`src/rtl/neuron_mac_pkg.sv`:
```
// Shared types and the output activation for the neuron MAC engine.
package nn_pkg;

    typedef enum logic [1:0] {IDLE, MAC, POST, OUT} mac_state_t;

    // Shift, add bias, then clamp to [0, 2^(width-1)-1]; caller keeps the low width bits.
    function automatic logic signed [63:0] sat_relu(
        input logic signed [63:0] acc,
        input logic signed [63:0] bias,
        input int unsigned        frac_bits,
        input int unsigned        width
    );
        logic signed [63:0] s;
        logic signed [63:0] max_pos;
        s       = (acc >>> frac_bits) + bias;
        max_pos = (64'sd1 <<< (width - 1)) - 64'sd1;
        if (s < 0)
            return '0;
        else if (s > max_pos)
            return max_pos;
        return s;
    endfunction

endpackage

```
`src/rtl/neuron_mac_if.sv`:
```
// Control, memory-read and result handshake signals of one neuron MAC engine.
interface neuron_mac_if #(
    parameter int WIDTH  = 8,
    parameter int N_IN   = 16,
    parameter int W_SIZE = 256
);
    localparam int W_AW  = $clog2(W_SIZE);
    localparam int IN_AW = (N_IN > 1) ? $clog2(N_IN) : 1;

    logic              start;
    logic [W_AW-1:0]   w_base;
    logic [WIDTH-1:0]  bias;
    logic [IN_AW-1:0]  in_addr;
    logic [WIDTH-1:0]  in_data;
    logic [W_AW-1:0]   w_addr;
    logic [WIDTH-1:0]  w_data;
    logic              busy;
    logic [WIDTH-1:0]  out_data;
    logic              out_valid;
    logic              out_ready;

    modport master (
        output start, w_base, bias, in_data, w_data, out_ready,
        input  in_addr, w_addr, busy, out_data, out_valid
    );

    modport slave (
        input  start, w_base, bias, in_data, w_data, out_ready,
        output in_addr, w_addr, busy, out_data, out_valid
    );

endinterface

```
`src/rtl/neuron_mac.sv`:
```
// Single-neuron dot product: walks input and weight memories, accumulates,
// adds bias, applies ReLU with saturation and presents the result on valid/ready.
module neuron_mac
    import nn_pkg::*;
#(
    parameter int WIDTH     = 8,
    parameter int N_IN      = 16,
    parameter int W_SIZE    = 256,
    parameter int FRAC_BITS = 4
) (
    input logic        clk,
    input logic        rst,
    neuron_mac_if.slave bus
);
    localparam int W_AW  = $clog2(W_SIZE);
    localparam int IN_AW = (N_IN > 1) ? $clog2(N_IN) : 1;
    localparam int ACC_W = 2 * WIDTH + $clog2(N_IN) + 1;

    localparam logic [IN_AW-1:0] IDX_LAST = IN_AW'(N_IN - 1);
    localparam logic [W_AW-1:0]  W_LAST   = W_AW'(W_SIZE - 1);

    mac_state_t               state;
    logic signed [ACC_W-1:0]  acc;
    logic [IN_AW-1:0]         idx;
    logic [W_AW-1:0]          w_addr_q;
    logic [WIDTH-1:0]         bias_q;
    logic [WIDTH-1:0]         out_data_q;
    logic                     out_valid_q;

    logic signed [2*WIDTH-1:0] prod;
    logic signed [ACC_W-1:0]   prod_ext;
    logic signed [63:0]        post_s;
    logic                      unused_post;

    assign prod     = $signed(bus.in_data) * $signed(bus.w_data);
    assign prod_ext = {{(ACC_W - 2 * WIDTH){prod[2*WIDTH-1]}}, prod};
    assign post_s   = sat_relu({{(64 - ACC_W){acc[ACC_W-1]}}, acc},
                               {{(64 - WIDTH){bias_q[WIDTH-1]}}, bias_q},
                               FRAC_BITS, WIDTH);
    // Clamped value always fits in WIDTH bits; upper bits are sign fill only.
    assign unused_post = ^post_s[63:WIDTH];

    always_ff @(posedge clk or posedge rst) begin
        if (rst) begin
            state       <= IDLE;
            acc         <= '0;
            idx         <= '0;
            w_addr_q    <= '0;
            bias_q      <= '0;
            out_data_q  <= '0;
            out_valid_q <= 1'b0;
        end else begin
            case (state)
                IDLE: begin
                    if (bus.start) begin
                        bias_q   <= bus.bias;
                        w_addr_q <= bus.w_base;
                        acc      <= '0;
                        idx      <= '0;
                        state    <= MAC;
                    end
                end
                MAC: begin
                    acc <= acc + prod_ext;
                    // Addresses stop on the last element so they hold outside MAC.
                    if (idx == IDX_LAST) begin
                        state <= POST;
                    end else begin
                        idx      <= idx + 1'b1;
                        w_addr_q <= (w_addr_q == W_LAST) ? '0 : w_addr_q + 1'b1;
                    end
                end
                POST: begin
                    out_data_q  <= post_s[WIDTH-1:0];
                    out_valid_q <= 1'b1;
                    state       <= OUT;
                end
                OUT: begin
                    if (bus.out_ready) begin
                        out_valid_q <= 1'b0;
                        state       <= IDLE;
                    end
                end
                default: state <= IDLE;
            endcase
        end
    end

    assign bus.in_addr   = idx;
    assign bus.w_addr    = w_addr_q;
    assign bus.busy      = (state != IDLE);
    assign bus.out_data  = out_data_q;
    assign bus.out_valid = out_valid_q;

endmodule
```
`src/flat_wrapper.sv`:
```
// flat-port wrapper written by rule: the top's interface ports become plain ports
module neuron_mac_flat import nn_pkg::*;
#(
    parameter int WIDTH     = 8,
    parameter int N_IN      = 16,
    parameter int W_SIZE    = 256,
    parameter int FRAC_BITS = 4
)
  (clk, rst, bus_start, bus_w_base, bus_bias, bus_in_data, bus_w_data, bus_out_ready, bus_in_addr, bus_w_addr, bus_busy, bus_out_data, bus_out_valid);
  neuron_mac_if #(.WIDTH(WIDTH), .N_IN(N_IN), .W_SIZE(W_SIZE)) bus_i ();
  input logic clk;
  input logic rst;
  input wire logic [$bits(bus_i.start)-1:0] bus_start;
  input wire logic [$bits(bus_i.w_base)-1:0] bus_w_base;
  input wire logic [$bits(bus_i.bias)-1:0] bus_bias;
  input wire logic [$bits(bus_i.in_data)-1:0] bus_in_data;
  input wire logic [$bits(bus_i.w_data)-1:0] bus_w_data;
  input wire logic [$bits(bus_i.out_ready)-1:0] bus_out_ready;
  output wire logic [$bits(bus_i.in_addr)-1:0] bus_in_addr;
  output wire logic [$bits(bus_i.w_addr)-1:0] bus_w_addr;
  output wire logic [$bits(bus_i.busy)-1:0] bus_busy;
  output wire logic [$bits(bus_i.out_data)-1:0] bus_out_data;
  output wire logic [$bits(bus_i.out_valid)-1:0] bus_out_valid;
  assign bus_i.start = bus_start;
  assign bus_i.w_base = bus_w_base;
  assign bus_i.bias = bus_bias;
  assign bus_i.in_data = bus_in_data;
  assign bus_i.w_data = bus_w_data;
  assign bus_i.out_ready = bus_out_ready;
  assign bus_in_addr = bus_i.in_addr;
  assign bus_w_addr = bus_i.w_addr;
  assign bus_busy = bus_i.busy;
  assign bus_out_data = bus_i.out_data;
  assign bus_out_valid = bus_i.out_valid;
  neuron_mac #(.WIDTH(WIDTH), .N_IN(N_IN), .W_SIZE(W_SIZE), .FRAC_BITS(FRAC_BITS)) u_core (.clk(clk), .rst(rst), .bus(bus_i));
endmodule
```
`config.mk`:
```
export PLATFORM = sky130hd
export DESIGN_NAME = neuron_mac_flat
export DESIGN_NICKNAME = d
export VERILOG_FILES = /design/src/rtl/neuron_mac_pkg.sv /design/src/rtl/neuron_mac_if.sv /design/src/rtl/neuron_mac.sv /design/src/flat_wrapper.sv
export SDC_FILE = /design/constraint.sdc
export NUM_CORES = 1
export LEC_CHECK = 0
export ABC_AREA = 1
export CELL_PAD_IN_SITES_DETAIL_PLACEMENT = 1
export CELL_PAD_IN_SITES_GLOBAL_PLACEMENT = 2
export CORE_ASPECT_RATIO = 1.5
export CORE_UTILIZATION = 36
export DETAILED_ROUTE_END_ITERATION = 12
export PLACE_DENSITY = 0.91
export SLEW_MARGIN = 20
export SYNTH_ARGS = -nofsm -noshare
export SYNTH_HDL_FRONTEND = slang
export SYNTH_SLANG_ARGS = --single-unit
```
`constraint.sdc`:
```
create_clock -name clk -period 4.8 [get_ports clk]
set_clock_uncertainty 0.15 [all_clocks]
set_input_delay 1.44 -clock clk [delete_from_list [all_inputs] [get_ports clk]]
set_output_delay 1.44 -clock clk [all_outputs]
set_load 0.005 [all_outputs]
```
* Yosys cells after proc, flatten, opt, wreduce, memory -nomap -nowiden
Cells that the tools add are included.
** Word-level totals
- Bits in registers :: 52
- Input port bits :: 36
- Output and inout port bits :: 22
** Operators by class
- Add/subtract/negate cells :: 4
- $mul :: 1
- Order comparisons :: 2
- Eq/ne operators :: 9
- Muxes and demuxes :: 20
- Reductions and logical operators :: 9
** Operator list (count)
- 8-bit 2-to-1 mux :: 6
- 21-bit case mux with 2 select lines :: 1
- 21-bit by 16-bit adder with 21-bit output :: 1
- 21-bit 2-to-1 mux :: 1
- 17-bit by 8-bit adder with 18-bit output :: 1
- 18-bit by 8-bit > comparator with 1-bit output (second input constant) :: 1
- 18-bit by 1-bit less-than comparator with 1-bit output (second input constant) :: 1
- 8-bit by 8-bit multiplier with 16-bit output :: 1
- 8-bit case mux with 2 select lines :: 1
- 8-bit by 1-bit adder with 8-bit output (second input constant) :: 1
- 8-bit == test (second input constant) :: 1
- 4-bit 2-to-1 mux :: 2
- 2-bit case mux with 4 select lines :: 1
- 4-bit case mux with 2 select lines :: 1
- 2-bit 2-to-1 mux :: 3
- 2-bit inequality test (second input constant) :: 3
- 2-bit AND reduction :: 3
- 3-bit AND reduction :: 2
- 2-bit nonzero test :: 3
- 4-bit by 1-bit adder with 4-bit output (second input constant) :: 1
- 2-bit == test (second input constant) :: 2
- 4-bit == test (second input constant) :: 1
- 1-bit 2-to-1 mux :: 3
- 2-bit by 1-bit == test with 1-bit output (second input constant) :: 1
- 3 further kinds :: 3

* Longest topological paths before layout
Gate-level depths: netlist of run 1.
- Depth in word-level cells :: 5
- Depth in mapped cells :: 24
- Gate-level depth less buffers :: 23

* Worst setup path before layout of run 1
Ideal clock, no wire load.
- Kind :: input to register
- Start point :: input bus_w_data[7]
- End point :: register u_core.acc[18]
- Setup time :: 0.083 ns
- Arrival :: 5.770 ns
- Setup slack :: -1.202 ns
- Stages :: 19
- Cells stage by stage :: clkinv_1 -> or2_2 -> fa_1 -> fa_1 -> inv_1 -> fa_1 -> fa_1 -> fa_1 -> ha_1 -> inv_1 -> o21ai_1 -> inv_1 -> o21ai_1 -> nand3_1 -> nand2_1 -> a21oi_1 -> nand2_1 -> nand2_1 -> o21ai_0
** On the way
- Longest elaborated chain between the ends :: 3
** RTL lines
- from (decl) :: RTL line flat_wrapper.sv:17 : input wire logic [$bits(bus_i.w_data)-1:0] bus_w_data;
- 8-bit by 8-bit multiplier with 16-bit output :: RTL line neuron_mac.sv:35 : assign prod = $signed(bus.in_data) * $signed(bus.w_data);
- 21-bit by 16-bit adder with 21-bit output :: RTL line neuron_mac.sv:64 : acc <= acc + prod_ext;
- 21-bit case mux with 2 select lines :: RTL line neuron_mac.sv:53 : case (state)
- to (signal assigned) :: RTL line neuron_mac.sv:64
- to (decl) :: RTL line neuron_mac.sv:23 : logic signed [ACC_W-1:0] acc;
Every way passes these cells.
A chain may end at the register's enable or synchronous reset.

* Worst setup path in the final report of run 1
- Start point :: input bus_w_data[1]
- End point :: register u_core.acc[17]
Same word-level chain as after synthesis.

==> results of run 1 <==
-- metrics by stage --
stage	setup TNS [ps]	area [um^2]	utilization, %	hold WS (ps)	setup WS [ps]
6_report	-9860	9540	48.4	337	-848
3_5_place_dp	-22260	8960	45.5	315	-1650
2_1_floorplan	-9230	7660	-	305	-902
3_3_place_gp	-21090	8960	45.5	316	-1560
5_1_grt	-11960	9540	48.4	362	-1010
4_1_cts	-9080	9410	47.7	346	-799
-- state kept, by name, indices dropped and copies added, names as in the netlist --
name / cells
u_core.state: 2
u_core.bus.w_addr: 8
u_core.bias_q: 8
u_core.acc: 21
u_core.bus.in_addr: 4
u_core.bus.out_data: 8
u_core.bus.out_valid: 1
-- timing repair --
action / in CTS / in global routing
setup endpoints to repair: 17 / 16
endpoints found under the hold margin: 0 / 0
buffers inserted: 16 / 4
pin swaps: 90 / 45
resized for setup: 136 / 29
-- path summary, 6_finish.rpt --
check	to	cells after the start
worst min-delay path	u_core.bus.out_data[4]$_DFFE_PP0P_	2
worst min register to register	u_core.bus.out_data[4]$_DFFE_PP0P_	2
max in group asynchronous	u_core.acc[11]$_DFFE_PP0P_	3
worst max register to register	u_core.acc[17]$_DFFE_PP0P_	20
min in group asynchronous	u_core.acc[1]$_DFFE_PP0P_	2
worst max-delay path	u_core.acc[17]$_DFFE_PP0P_	21
-- area by class of cell --
| type | instances | area (um^2) | area share, % |
|---|---|---|---|
| Inverter | 210 | 806 | 8.45 |
| Sequential cell | 52 | 1300 | 13.6 |
| Clock buffer | 5 | 125 | 1.31 |
| Clock inverter | 3 | 21.3 | 0.223 |
| Multi-Input combinational cell | 664 | 5670 | 59.4 |
| Timing Repair Buffer | 142 | 1290 | 13.5 |
| Tap cell | 260 | 325 | 3.41 |
-- placed cells by master (no fill, tap or decap), types with 29 or more instances in the layout --
cell type | Yosys | layout
fa_1 | 93 | 83
a21oi_1 | 41 | 29
clkdlybuf4s50_1 | 0 | 41
dfrtp_1 | 52 | 52
nor2_1 | 45 | 44
nand2_1 | 280 | 261
inv_1 | 199 | 179
buf_4 | 0 | 66
ha_1 | 71 | 44
-- layer usage --
metal	vias up	wire length, um	track usage [%]	share of wire [%]
li1	3124	-	-	-
met1	3264	8110	23.1	37
met2	76	12700	45.6	59
met3	35	264	1.07	1.2
met4	0	562	6.52	2.6
met5	-	0	0	0
-- worst reg2reg max path, cell delays in order (launching register included) --
cell      delay (ps)
dfrtp_1          400
inv_1            110
fa_1             550
inv_1             60
fa_1             490
inv_1             50
fa_1             500
inv_1             60
fa_1             390
fa_2             580
ha_4             210
inv_4             70
nor3_2            40
nand2_1           60
o211ai_1         170
nand3_1          140
nand2_2           70
a21o_1           170
buf_4            130
o21ai_1          130
nand2_1           60
-- kinds of logic after synthesis --
group | synth area share (%)
flip-flops | 18.0
XOR/XNOR | 2.18
AND/OR/NAND/NOR | 21.5
AO/OA/AOI/OAI | 8.48
buffers and inverters | 11.9
adder cells (fa/ha/maj) | 38.0
==> summary.md, run 1 <==
| Metric | Value |
|---|---|
| Gr usage total | 21.9% |
| Die area | 20,700 um^2 |
| Core ar. | 19,700 um^2 |
| Critical Path Fanout Max | 8 |
| Starting DRC count in detailed routing | 153 |
| Yosys top cell by area | fa_1 |
| Initial core utilization | 36.8% |
| FF+latch count, synth | 52 |
| Total Nets Final | 1,275 |
| CTS tree | built |
| Height of the die | 176 um |
| Finished Layout Cells | 1,336 |
| Critical path data arrival time | 5680 ps |
| Post-Syn Instances | 945 |
| Worst hold-check path type | reg2reg |
| Reg clk slew, reported paths | 70 ps |
| Drt via density | 4.86 |
| GPL Wtd Cong | 0.811 |
| Slew Viols, Final | 0 |
| Most frequent cells after synthesis | 280 x nand2_1, 199 x inv_1, 93 x fa_1, 71 x ha_1, 52 x dfrtp_1 |
| CTS Buf Count | 5 |
| Period minus WS final | 5650 ps |
| Max stage delay cell, worst path | fa_1 |
| Worst setup SP type | input port |
| Final setup fails | 15 |
| Share of cells above drive strength 1 | 21.7% |
| Cell area after synthesis | 7240 um^2 |
| Top_reg_cell synth | dfrtp_1 |
| Area Overhead vs Synth | 31.7% |
| Period utilization | 118% |
| Reg2reg start | u_core.acc[6]$_DFFE_PP0P_ |
| Most used cell, CP | fa_1 |
| Synth Warn # | 0 |
| # hold bufs at CTS | 0 |
| Pin count of the biggest net entering global routing | 26 |
| Row cnt | 63 |
| Number of synthesized flops with an enable pin | 0 |
| CP Capture Type | flip-flop |
| Crit Path Category | in2reg |
| Vias in the first global route | 7,371 |
| Maximum operating frequency | 177 MHz |
| Hold_sp | u_core.bus.out_data[4]$_DFFE_PP0P_ |
| H-tree depth | 2 |
| Final setup margin | -848 ps |
| Status | finished with violations |
| I/O pins | 58 |
| Syn Nets | 1,145 |
| Largest stage delay, worst path | 590 ps |
| Sequential area share after synthesis | 18.0% |
| Final hold violations | 0 |
| Worst path cell trace | buf_12 > buf_6 > nand2_4 > clkinvlp_4 > buf_12 > fa_1 > fa_1 > fa_1 > fa_1 > ha_4 > ha_4 > inv_1 > nor3_2 > nand2_1 > o211ai_1 > nand3_1 > nand2_2 > a21o_1 > a21oi_1 > o21ai_1 > nand2_1 |
| Worst R2R Setup Slack | 100 ps |
| Overflow after GRT | 0 |
| CP bufs+invs | 5 |
| Inserted Diodes | 0 |
| Clk Tree Root Cell | clkbuf_16 |
| Clock latency on the worst-skew pair | 290 ps |
| WL per Instance | 16.2 um |
| CP required | 4840 ps |
| Most frequent cell after synthesis | nand2_1 |
| # port buffers | 57 |
| Delay-heaviest family, CP | adder cells |
| Mean Syn Cell Area | 7.67 um^2 |
| Routed Antenna Nets | 0 |
| Ys async rst share | 100% |
| DIE WIDTH | 118 um |
| Beginning of the critical path | bus_w_data[1] |
| Slew @ Worst Pin | 699 ps |
| Fillers | 2,417 |
| Synth unique cells | 42 |
| DRT Pass-1 Iters | 4 |
| Via count | 6,499 |
| CTS Buffer Depth | 2 |
| RSZ-0062 raised after global routing | true |
| Routed wire length | 21,700 um |
| Max-cap violation count | 0 |
| Post-DP HPWL | 17,700 um |
| Synth top area cells | fa_1 26%, dfrtp_1 18%, nand2_1 15% |
| Relative slew slack | 53.4% |
| Post-Place Cells | 1,310 |
| First-pass GRT wire length | 36,100 um |
| Antenna violations before repair | 0 |
| Area share of the leading cell type in the synthesized netlist | 25.7% |
| Violated checks | negative setup slack |
| CTS sink count | 52 |
| DRC | 0 |
Power of run 1 is left out: the tool's default activity adds up to more than one toggle a clock period on the data nets, which glitch-free logic cannot reach.
==> run 2: changes to the inputs <==
--- a/config.mk
+++ b/config.mk
@@ -11,6 +11,7 @@
 export CORE_ASPECT_RATIO = 1.5
 export CORE_UTILIZATION = 36
 export DETAILED_ROUTE_END_ITERATION = 12
+export MAX_ROUTING_LAYER = met4
 export PLACE_DENSITY = 0.91
 export SLEW_MARGIN = 20
 export SYNTH_ARGS = -nofsm -noshare
==> constraint.sdc (replaced) <==
create_clock -name clk -period 5.3 [get_ports clk]
set_clock_uncertainty 0.15 [all_clocks]
set_input_delay 1.59 -clock clk [delete_from_list [all_inputs] [get_ports clk]]
set_output_delay 1.59 -clock clk [all_outputs]
set_load 0.005 [all_outputs]
==> run 2 against run 1 <==
  * The flow still finishes with violations (negative setup slack)
  * Setup slack improved by 390 ps
  * Die area did not move
  * Design area rose by 1.8%
  * Sequential share of layout area fell by 0.25 points
  * First-iteration DRC count rose by 9.2%
  * Register-to-register slack improved by 520 ps
  * Critical endpoint is now u_core.acc[16]$_DFFE_PP0P_
==> summary.md, run 2 (synthesized netlist as in run 1, its figures left out) <==
| Metric | Value |
|---|---|
| Status | finished with violations (unchanged) |
| Violated checks | negative setup slack (unchanged) |
| Worst path cell trace | buf_6 > or2_4 > fa_1 > fa_1 > inv_2 > fa_2 > fa_1 > fa_2 > ha_4 > inv_4 > o21ai_4 > inv_2 > o21ai_4 > nand3_4 > a31oi_4 > nor2_1 > nor2_1 > nand2_1 > nand2_1 (was buf_12 > buf_6 > nand2_4 > clkinvlp_4 > buf_12 > fa_1 > fa_1 > fa_1 > fa_1 > ha_4 > ha_4 > inv_1 > nor3_2 > nand2_1 > o211ai_1 > nand3_1 > nand2_2 > a21o_1 > a21oi_1 > o21ai_1 > nand2_1) |
| DRT Pass-1 Iters | 4 (unchanged) |
| Gr usage total | 21.6% (was 21.9%) |
| Height of the die | 176 um (unchanged) |
| # hold bufs at CTS | 0 (unchanged) |
| Worst hold-check path type | reg2reg (unchanged) |
| Reg clk slew, reported paths | 70 ps (about the same) |
| Post-Place Cells | 1,309 (was 1,310) |
| Critical path data arrival time | 5840 ps (was 5680 ps) |
| Number of flip-flops in the largest register | 21 (unchanged) |
| Commonest non-fill, non-tap cells in the layout | 257 x nand2_1, 175 x inv_1, 81 x fa_1 (was 261 x nand2_1, 179 x inv_1, 83 x fa_1) |
| Commonest non-fill, non-tap cell in the layout | nand2_1 (unchanged) |
| Slew @ Worst Pin | 893 ps (was 699 ps) |
| Initial core utilization | 36.8% (unchanged) |
| Maximum operating frequency | 174 MHz |
| CP Capture Type | flip-flop (unchanged) |
| Post-DP HPWL | 17,300 um (was 17,700 um) |
| GPL Wtd Cong | 0.861 (was 0.811) |
| CTS Buf Count | 5 (unchanged) |
| WL per Instance | 16.2 um (about the same) |
| DRC | 0 (unchanged) |
| Via count | 6,459 (was 6,499) |
| CP required | 5390 ps (was 4840 ps) |
| Most used cell, CP | fa_1 (unchanged) |
| Worst setup SP type | input port (unchanged) |
| Period minus WS final | 5750 ps |
| Pin count of the biggest net entering global routing | 50 (was 26) |
| First-pass GRT wire length | 35,000 um (was 36,100 um) |
| Relative slew slack | 40.4% (was 53.4%) |
| Final non-filler cell area | 9720 um^2 (was 9540 um^2) |
| Antenna violations before repair | 0 (unchanged) |
| Delay-heaviest family, CP | adder cells (unchanged) |
| Clock latency on the worst-skew pair | 300 ps (was 290 ps) |
| Area Overhead vs Synth | 34.1% (was 31.7%) |
| Die area | 20,700 um^2 (unchanged) |
| Max-cap violation count | 0 (unchanged) |
| Starting DRC count in detailed routing | 167 (was 153) |
| Critical Path Fanout Max | 2 (was 8) |
| Routed wire length | 21,700 um (about the same) |
| GR Util met2 | 42.6% (was 45.6%) |
| Finished Layout Cells | 1,340 (was 1,336) |
| GR peak layer | met2 (unchanged) |
| Row cnt | 63 (unchanged) |
| Share of cells above drive strength 1 | 24.2% (was 21.7%) |
| Fillers | 2,395 (was 2,417) |
| Final setup fails | 13 (was 15) |
| Clk Tree Root Cell | clkbuf_16 (unchanged) |
| Drt via density | 4.82 (was 4.86) |
| Placed cell areas | 8940 um^2 (was 8960 um^2) |
| Inserted Diodes | 0 (unchanged) |
| Slew Viols, Final | 0 (unchanged) |
| Vias in the first global route | 7,345 (was 7,371) |
| Routed Antenna Nets | 0 (unchanged) |
| Crit Path Category | in2reg (unchanged) |
| M3 GR Usage | 0.909% (was 1.07%) |
| Final hold violations | 0 (unchanged) |
| CTS Buffer Depth | 2 (unchanged) |
| # port buffers | 57 (unchanged) |
| Period utilization | 109% |
| CTS sink count | 52 (unchanged) |
| I/O pins | 58 (unchanged) |
| Largest stage delay, worst path | 560 ps (was 590 ps) |
| CTS tree | built (unchanged) |
| Overflow after GRT | 0 (unchanged) |
| Core ar. | 19,700 um^2 (unchanged) |
| Most flops, register | u_core.acc (unchanged) |
| Final setup margin | -454 ps (was -848 ps) |
| Max stage delay cell, worst path | fa_1 (unchanged) |
| CP bufs+invs | 4 (was 5) |
| DIE WIDTH | 118 um (unchanged) |
| Total Nets Final | 1,279 (was 1,275) |
| RSZ-0062 raised after global routing | true (unchanged) |
| H-tree depth | 2 (unchanged) |
| M1 GR Usage | 22.9% (was 23.1%) |
==> run 2: layer usage <==
layer  wire length [um]  vias up
met5                  0        -
met4                538        0
met3                247       37
met2              12700       70
met1               8240     3214
li1                   -     3138
==> run 2: cell type report <==
class	count	area [um^2]	area share, %
Multi-Input combinational cell	664	5780	59.4
Timing Repair Buffer	146	1340	13.8
Sequential cell	52	1300	13.4
Inverter	210	807	8.31
Tap cell	260	325	3.35
Clock buffer	6	129	1.33
Clock inverter	2	38.8	0.399
==> run 2: worst paths after layout <==
check | cells after the start | endpoint | startpoint | slack, ps
worst max-delay path | 19 | u_core.acc[16]$_DFFE_PP0P_ | bus_in_data[0] | -450
worst min-delay path | 2 | u_core.bus.out_data[4]$_DFFE_PP0P_ | u_core.bus.out_data[4]$_DFFE_PP0P_ | 340
worst max register to register | 21 | u_core.acc[16]$_DFFE_PP0P_ | u_core.acc[4]$_DFFE_PP0P_ | 620
worst min register to register | 2 | u_core.bus.out_data[4]$_DFFE_PP0P_ | u_core.bus.out_data[4]$_DFFE_PP0P_ | 340
max in group asynchronous | 3 | u_core.bias_q[6]$_DFFE_PP0P_ | rst | 2780
min in group asynchronous | 2 | u_core.bus.w_addr[5]$_DFFE_PP0P_ | rst | 1620
==> run 2: tightest hold or removal path: cells and delay by family, from the launching register on <==
kind	cells	cell delay (ps)
flops	1	350
simple gates	2	110
==> run 2: timing repair <==
item                       in CTS  in global routing
setup endpoints to repair      16                 14
buffers inserted               16                  8
gates resized for setup       109                 97
pin swaps                      58                 69
==> run 2: metrics by stage <==
| stage | util, % | setup slack, ps | setup TNS (ps) | hold slack (ps) |
|---|---|---|---|---|
| global route | 49.3 | -620 | -5900 | 353 |
| floorplan | - | -552 | -4500 | 305 |
| finish | 49.3 | -454 | -3910 | 341 |
| global placement | 45.4 | -1160 | -14610 | 317 |
| detailed placement | 45.4 | -1290 | -16390 | 314 |
| CTS | 47.4 | -551 | -5290 | 345 |
Power of run 2 is left out for the same reason.
==> run 3: changes to the inputs <==
--- a/config.mk
+++ b/config.mk
@@ -10,10 +10,11 @@
 export CELL_PAD_IN_SITES_GLOBAL_PLACEMENT = 2
 export CORE_ASPECT_RATIO = 1.5
 export CORE_UTILIZATION = 36
+export CTS_BUF_LIST = sky130_fd_sc_hd__clkbuf_4 sky130_fd_sc_hd__clkbuf_8 sky130_fd_sc_hd__clkbuf_16
 export DETAILED_ROUTE_END_ITERATION = 12
 export MAX_ROUTING_LAYER = met4
 export PLACE_DENSITY = 0.91
-export SLEW_MARGIN = 20
+export SLEW_MARGIN = 5
 export SYNTH_ARGS = -nofsm -noshare
 export SYNTH_HDL_FRONTEND = slang
 export SYNTH_SLANG_ARGS = --single-unit
==> run 3 against run 2 <==
  * The flow still finishes with violations (negative setup slack)
  * Via count is essentially flat
  * Global-route usage stayed put
  * Critical path depth is the same
  * Design area hardly changed
  * Utilization barely moved
  * Non-clock buffer count stayed put
  * Flip-flop and latch count did not move
  * Cell count is the same
  * Setup slack unchanged
  * Critical endpoint unchanged
  * Highest routed layer unchanged
==> summary.md, run 3 (synthesized netlist as in run 1, its figures left out) <==
| Metric | Value |
|---|---|
| Via count | 6,458 (was 6,459) |
| Relative slew slack | 28.2% (was 40.4%) |
| I/O pins | 58 (unchanged) |
| Post-DP HPWL | 17,300 um (unchanged) |
| CTS tree | built (unchanged) |
| Starting DRC count in detailed routing | 167 (unchanged) |
| Core ar. | 19,700 um^2 (unchanged) |
| Final setup margin | -454 ps (unchanged) |
| Maximum operating frequency | 174 MHz (unchanged) |
| Final hold violations | 0 (unchanged) |
| # port buffers | 57 (unchanged) |
| Worst setup SP type | input port (unchanged) |
| Violated checks | negative setup slack (unchanged) |
| Crit Path Category | in2reg (unchanged) |
| Critical Path Fanout Max | 2 (unchanged) |
| Clk Tree Root Cell | clkbuf_16 (unchanged) |
| Row cnt | 63 (unchanged) |
| # hold bufs at CTS | 0 (unchanged) |
| Most flops, register | u_core.acc (unchanged) |
| Worst hold-check path type | reg2reg (unchanged) |
| Slew Viols, Final | 0 (unchanged) |
| CP required | 5390 ps (about the same) |
| GPL Wtd Cong | 0.861 (unchanged) |
| Clock latency on the worst-skew pair | 300 ps (about the same) |
| CP Capture Type | flip-flop (unchanged) |
| Pin count of the biggest net entering global routing | 50 (unchanged) |
| DRC | 0 (unchanged) |
| Commonest non-fill, non-tap cell in the layout | nand2_1 (unchanged) |
| Status | finished with violations (unchanged) |
| Share of cells above drive strength 1 | 24.3% (was 24.2%) |
| Drt via density | 4.82 (about the same) |
| Initial core utilization | 36.8% (unchanged) |
| Antenna violations before repair | 0 (unchanged) |
| Overflow after GRT | 0 (unchanged) |
| First-pass GRT wire length | 35,000 um (unchanged) |
| Pre-CTS setup slack | -1290 ps (unchanged) |
| Routed Antenna Nets | 0 (unchanged) |
| CTS Buffer Depth | 2 (unchanged) |
| Vias in the first global route | 7,345 (unchanged) |
| Number of flip-flops in the largest register | 21 (unchanged) |
| Period utilization | 109% (unchanged) |
| H-tree depth | 2 (unchanged) |
| Die area | 20,700 um^2 (unchanged) |
| Fillers | 2,395 (unchanged) |
| Commonest non-fill, non-tap cells in the layout | 257 x nand2_1, 175 x inv_1, 81 x fa_1 (unchanged) |
| Height of the die | 176 um (unchanged) |
| Routed wire length | 21,700 um (about the same) |
| Reg clk slew, reported paths | 70 ps (about the same) |
| DIE WIDTH | 118 um (unchanged) |
| RSZ-0062 raised after global routing | true (unchanged) |
| CTS sink count | 52 (unchanged) |
| Total Nets Final | 1,279 (unchanged) |
| Area Overhead vs Synth | 34.1% (about the same) |
| Gr usage total | 21.6% (unchanged) |
| Slew @ Worst Pin | 1070 ps (was 893 ps) |
| DRT Pass-1 Iters | 4 (unchanged) |
| WL per Instance | 16.2 um (about the same) |
| Inserted Diodes | 0 (unchanged) |
| Final setup fails | 13 (unchanged) |
| Period minus WS final | 5750 ps (unchanged) |
| Critical path data arrival time | 5840 ps (about the same) |
| Max-cap violation count | 0 (unchanged) |
| CTS Buf Count | 5 (unchanged) |
-- run 3: path summary, 6_finish.rpt --
check,from,end,slack [ps],cells after the start
min reg2reg,u_core.bus.out_data[4]$_DFFE_PP0P_,u_core.bus.out_data[4]$_DFFE_PP0P_,340,2
min,u_core.bus.out_data[4]$_DFFE_PP0P_,u_core.bus.out_data[4]$_DFFE_PP0P_,340,2
max,bus_in_data[0],u_core.acc[16]$_DFFE_PP0P_,-450,19
max reg2reg,u_core.acc[4]$_DFFE_PP0P_,u_core.acc[16]$_DFFE_PP0P_,620,21
min in group asynchronous,rst,u_core.bus.w_addr[5]$_DFFE_PP0P_,1720,2
max in group asynchronous,rst,u_core.bias_q[6]$_DFFE_PP0P_,2600,3
-- run 3: repair_timing --
item | in CTS | in global routing
gates cloned | 0 | 0
setup buffers | 16 | 8
endpoints found under the setup margin | 16 | 14
resized for setup | 109 | 97
pin swaps | 58 | 69
-- run 3: area by class of cell --
type                       instances  area (um^2)  area share, %
tap                              260          325           3.35
clock buffer                       6          133           1.36
multi-input combinational        664         5780           59.4
sequential                        52         1300           13.4
clock inverter                     2         38.8          0.399
timing repair buffer             146         1340           13.8
inverter                         210          806           8.29
-- run 3: stage by stage --
step / utilization [%] / cell area, um^2 / instances / hold slack, ps / setup TNS [ps]
5_1_grt: 49.3 / 9720 / 1340 / 353 / -5900
3_5_place_dp: 45.4 / 8940 / 1309 / 314 / -16390
6_report: 49.3 / 9720 / 1340 / 341 / -3910
4_1_cts: 47.4 / 9350 / 1333 / 345 / -5290
3_3_place_gp: 45.4 / 8940 / 1309 / 317 / -14610
2_1_floorplan: - / 7650 / 945 / 305 / -4500
-- run 3: critical path: stages --
cell	delay (ps)
buf_6	100
or2_4	240
fa_1	530
fa_1	440
inv_2	80
fa_2	450
fa_1	560
fa_2	460
ha_4	300
inv_4	40
o21ai_4	170
inv_2	70
o21ai_4	200
nand3_4	130
a31oi_4	190
nor2_1	70
nor2_1	100
nand2_1	60
nand2_1	60
-- run 3: per-layer routing --
| metal | vias to the layer above | wire, um | track usage [%] |
|---|---|---|---|
| li1 | 3137 | - | - |
| met1 | 3214 | 8240 | 22.9 |
| met2 | 70 | 12700 | 42.6 |
| met3 | 37 | 247 | 0.909 |
| met4 | 0 | 538 | 6.52 |
| met5 | - | 0 | - |
Power of run 3 is left out for the same reason.
